[config.mk]
export PLATFORM = sky130hd
export DESIGN_NAME = store_write_buffer
export DESIGN_NICKNAME = d
export VERILOG_FILES = /design/src/rtl/store_write_buffer.sv
export SDC_FILE = /design/constraint.sdc
export NUM_CORES = 1
export LEC_CHECK = 0
export ABC_AREA = 1
export CAP_MARGIN = 30
export CORE_MARGIN = 2
export CORE_UTILIZATION = 40
export DETAILED_ROUTE_END_ITERATION = 7
export SKIP_CTS_REPAIR_TIMING = 1
export SYNTH_ARGS = -nofsm -noshare
export SYNTH_HDL_FRONTEND = slang
export SYNTH_SLANG_ARGS = --single-unit
[constraint.sdc]
create_clock -name clock -period 6.79 [get_ports clock]
set_input_delay 1.358 -clock clock [delete_from_list [all_inputs] [get_ports clock]]
set_output_delay 1.358 -clock clock [all_outputs]
set_load 0.02 [all_outputs]
[src/rtl/store_write_buffer.sv]
// store_write_buffer: formats stores into byte lanes/strobes, drops misaligned or illegal ones as faults, and queues the rest in order toward memory
module store_write_buffer #(
  parameter int DEPTH = 4,
  parameter int ADDR_W = 32
) (
  input  logic                   clock,
  input  logic                   reset,
  input  logic                   io_in_valid,
  output logic                   io_in_ready,
  input  logic [ADDR_W-1:0]      io_in_addr,
  input  logic [31:0]            io_in_data,
  input  logic [2:0]             io_in_funct3,
  output logic                   io_mem_valid,
  input  logic                   io_mem_ready,
  output logic [ADDR_W-1:0]      io_mem_addr,
  output logic [31:0]            io_mem_wdata,
  output logic [3:0]             io_mem_wstrb,
  output logic [$clog2(DEPTH):0] io_count,
  output logic                   io_empty,
  output logic                   io_fault,
  output logic [ADDR_W-1:0]      io_fault_addr
);
  localparam int PW = $clog2(DEPTH);
  logic [ADDR_W-1:0] addr_q [DEPTH];
  logic [31:0] data_q [DEPTH];
  logic [3:0] strb_q [DEPTH];
  logic [PW-1:0] wr_ptr, rd_ptr;
  logic [PW:0] count;
  logic [1:0] a;
  logic legal, accept, push, pop;
  logic [31:0] wdata;
  logic [3:0] wstrb;
  always_comb begin
    a = io_in_addr[1:0];
    legal = (io_in_funct3 == 3'd0) || (io_in_funct3 == 3'd1 && !a[0]) || (io_in_funct3 == 3'd2 && a == 2'd0);
    wdata = io_in_funct3 == 3'd0 ? {4{io_in_data[7:0]}} : io_in_funct3 == 3'd1 ? {2{io_in_data[15:0]}} : io_in_data;
    wstrb = io_in_funct3 == 3'd0 ? 4'b0001 << a : io_in_funct3 == 3'd1 ? 4'b0011 << a : 4'b1111;
    io_in_ready = count < (PW+1)'(DEPTH);
    accept = io_in_valid && io_in_ready;
    push = accept && legal;
    io_mem_valid = count != '0;
    pop = io_mem_valid && io_mem_ready;
    io_empty = count == '0;
    io_count = count;
    io_mem_addr = addr_q[rd_ptr];
    io_mem_wdata = data_q[rd_ptr];
    io_mem_wstrb = strb_q[rd_ptr];
  end
  always_ff @(posedge clock) begin
    if (push) begin
      addr_q[wr_ptr] <= {io_in_addr[ADDR_W-1:2], 2'b00};
      data_q[wr_ptr] <= wdata;
      strb_q[wr_ptr] <= wstrb;
    end
  end
  always_ff @(posedge clock) begin
    if (reset) begin
      wr_ptr <= '0;
      rd_ptr <= '0;
      count <= '0;
      io_fault <= 1'b0;
      io_fault_addr <= '0;
    end else begin
      wr_ptr <= wr_ptr + PW'(push);
      rd_ptr <= rd_ptr + PW'(pop);
      count <= count + (PW+1)'(push) - (PW+1)'(pop);
      io_fault <= accept && !legal;
      if (accept && !legal) io_fault_addr <= io_in_addr;
    end
  end
endmodule

==> key figures <==
Logic synthesis
  – Yosys warnings: 0
  – Synthesized area: 12300 sq um
  – Syn avg cell area: 11.6 sq um
  – Register area share after synthesis: 0.710
  – Seq cells post-synth: 304
  – Synthesized instance count: 1062
  – Post-synth cell types: 28

Global routing
  – Initial antenna violation count: 2
  – Gr usage total: 0.190
  – First-pass GRT wire length: 46.4 mm
  – Total congestion overflow: 0
  – Vias in the first global route: 8116
  – Largest net degree at the start of global routing: 90

Clock tree
  – Inserted Clock Buffers: 34
  – Worst-path clk slew: 60 ps
  – CTS tree: done
  – Clock Sinks: 304
  – Clk Latency, worst-skew pair: 500 ps
  – CTS root buffer: clkbuf_16
  – H-tree depth: 2
  – CTS max path bufs: 3

Power and ir drop
  – Net Sw Frac: 0.319
  – Internal: 0.00382 W
  – Leakage: 5.69 nW
  – Clk pwr share: 0.309
  – Overall power: 0.00561 W
  – Pwr dens: 364 nW/um^2
  – NetSw: 0.00179 W
  – Flop pwr share: 0.391
  – Gate power share: 0.300
  – VDD IR max: 220 uV

Worst setup path
  – WP data arrival: 3350 ps
  – Critical Path Start Type: flop
  – R2r setup slk: 4090 ps
  – Slowest stage delay, CP: 720 ps
  – Worst Path Required: 5430 ps
  – CP max-delay cell: inv_4
  – Cell Chain, Critical Path: inv_4 -> buf_4 -> o21ai_0 -> o22ai_1 -> clkdlybuf4s50_1
  – Worst r2r src: io_count[2]$_SDFF_PP0_
  – Crit path buffers/inverters: 3
  – Crit path max-delay family: buffers and inverters
  – Critical path endpoint: io_mem_wstrb[3]
  – Crit. End Element: output pin
  – Setup CP Type: reg2out
  – Crit path from: rd_ptr[0]$_SDFF_PP0_
  – R2R Path End: data_q[1][26]$_DFFE_PP_
  – CP Max Fanout: 89
  – Depth of the worst register-to-register path: 5
  – WP depth: 5

Finish
  – Nets: 1306
  – Reg area: 8730 sq um
  – Multi-input logic area: 2760 sq um
  – Share of cells above drive strength 1: 0.0609
  – Fill cells: 2670
  – Final core occ: 0.507
  – Area growth syn-to-layout: 25.5%
  – Ant diodes: 0
  – Post-Layout Inst Area: 15400 sq um

Routing
  – Final wirelength: 30.5 mm
  – Met2 WL post-DR: 14.4 mm
  – DR iter-0 viols: 724
  – DR WL met3: 2.24 mm
  – Via-to-Cell Ratio: 5.11
  – Routed wire per std cell: 18.5 um
  – DR DRC count: 0
  – Routed via count: 8395
  – Top sig layer: met5
  – Met1 WL: 13.2 mm
  – Antenna viol nets, final: 0
  – Drt pass-1 iters: 5

Worst hold path
  – HP Class: reg2reg

STA
  – Unrepaired setup endpoints after global routing: false
  – Slew of the pin with the lowest slew margin: 909 ps
  – Max frequency: 212 MHz
  – Fin. Hold Viols: 0
  – Period utilisation layout: 0.694
  – Max_slew headroom: 0.391
  – Setup Viol. Count Final: 0
  – Final WS setup: 2080 ps
  – Final Max Tran Viols: 0
  – Tmin final: 4710 ps
  – Clk_skew: 7.68 ps

Placed design
  – DP Worst Slack: 2320 ps
  – Placed instance area: 14400 sq um
  – Final HPWL DP: 18.4 mm
  – GPL Wtd Cong: 0.774
  – Port bufs: 175

Floorplan
  – Chip width: 179 um
  – Initial Util: 0.404
  – Die area: 32100 sq um
  – Die height: 179 um
  – Num rows: 64
  – Core box area: 30400 sq um
  – I/O Pins: 178

Status
  – Status: completed

Flow run
  – Max Cap Viol: 0
## metal layers
metal | vias up | global-route usage
met3 | 44 | 0.0439
met1 | 4059 | 0.255
li1 | 4012 | -
met5 | - | 0
met2 | 276 | 0.314
met4 | 4 | 0.0481
## registers in the layout (all words and copies together) (netlist names)
name           cells
addr_q           120
data_q           128
io_count           3
io_fault           1
io_fault_addr     32
rd_ptr             2
strb_q            16
wr_ptr             2
## worst min path at each step
stage                                                end  depth (start not counted)  slack (ps)                      startpoint
final                     io_fault_addr[11]$_SDFFE_PP0P_                          4         510  io_fault_addr[11]$_SDFFE_PP0P_
after global routing      io_fault_addr[26]$_SDFFE_PP0P_                          4         540  io_fault_addr[26]$_SDFFE_PP0P_
after CTS                 io_fault_addr[24]$_SDFFE_PP0P_                          4         510  io_fault_addr[24]$_SDFFE_PP0P_
after detailed placement  io_fault_addr[17]$_SDFFE_PP0P_                          4         500  io_fault_addr[17]$_SDFFE_PP0P_
after global placement    io_fault_addr[18]$_SDFFE_PP0P_                          4         500  io_fault_addr[18]$_SDFFE_PP0P_
after floorplan                     wr_ptr[1]$_SDFF_PP0_                          2         530            wr_ptr[1]$_SDFF_PP0_
## worst reg2reg max path, cell delays in order (launching register included)
cell	delay, ps
dfxtp_1	390
nor2_4	130
buf_4	360
nand2_1	280
nor3_2	750
buf_4	440
## synth_stat cells, drive strengths merged
library cell / number / area, sq um
o22ai: 67 / 419
fa: 1 / 20.0
dfxtp: 40 / 801
nor2: 175 / 664
buf: 30 / 224
conb: 1 / 3.75
inv: 125 / 469
o21ai: 158 / 802
nand4: 32 / 200
xnor2: 2 / 17.5
nor3: 5 / 25.0
clkbuf: 35 / 131
nand3: 11 / 60.1
xor2: 1 / 8.76
nand2: 105 / 399
edfxtp: 264 / 7930
o211ai: 1 / 7.51
a21oi: 1 / 5.00
ha: 8 / 100
## stage by stage
step           instances  TNS (ps)  hold slack, ps
6_report            1644         0             509
5_1_grt             1644         0             538
4_1_cts             1644         0             514
3_5_place_dp        1586         0             499
3_3_place_gp        1585         0             496
2_1_floorplan       1063    -63990             528
## area by class of cell
class                      count  area share
tap                          396      0.0321
timing repair buffer         192       0.124
clock buffer                  50      0.0639
inverter                     125      0.0306
multi-input combinational    569       0.179
clock inverter                 8     0.00430
sequential                   304       0.566
## power by group through the flow
stage	combinational [W]	sequential [W]	clock (W)
6_report	0.00168	0.00219	0.00173
5_1_grt	0.00184	0.00221	0.00183
4_1_cts	0.00171	0.00220	0.00177
3_5_place_dp	0.00170	0.00223	0
3_3_place_gp	0.00168	0.00223	0
2_1_floorplan	0.000953	0.00224	0
## cells in the final DEF (no fill, tap or decap), types with 8 or more instances in the layout
cell type          n
buf_4             15
clkbuf_1          12
clkbuf_16         37
clkdlybuf4s50_1  175
dfxtp_1           38
edfxtp_1         264
ha_1               8
inv_1            121
nand2_1          103
nand3_1           10
nand4_1           32
nor2_1           174
o21ai_0          142
o21ai_1           15
o22ai_1           67
## kinds of logic (layout without fill, tap and decap cells)
group | count (synthesis) | after routing | synth area share
flops | 304 | 304 | 0.710
fa+ha+maj | 9 | 9 | 0.00978
other cells | 1 | 2 | 0.000305
buf+inv | 190 | 375 | 0.0671
simple gates | 328 | 328 | 0.110
compound gates | 227 | 227 | 0.100
xor+xnor | 3 | 3 | 0.00214
Note: power is estimated with default switching activity, not from simulation.
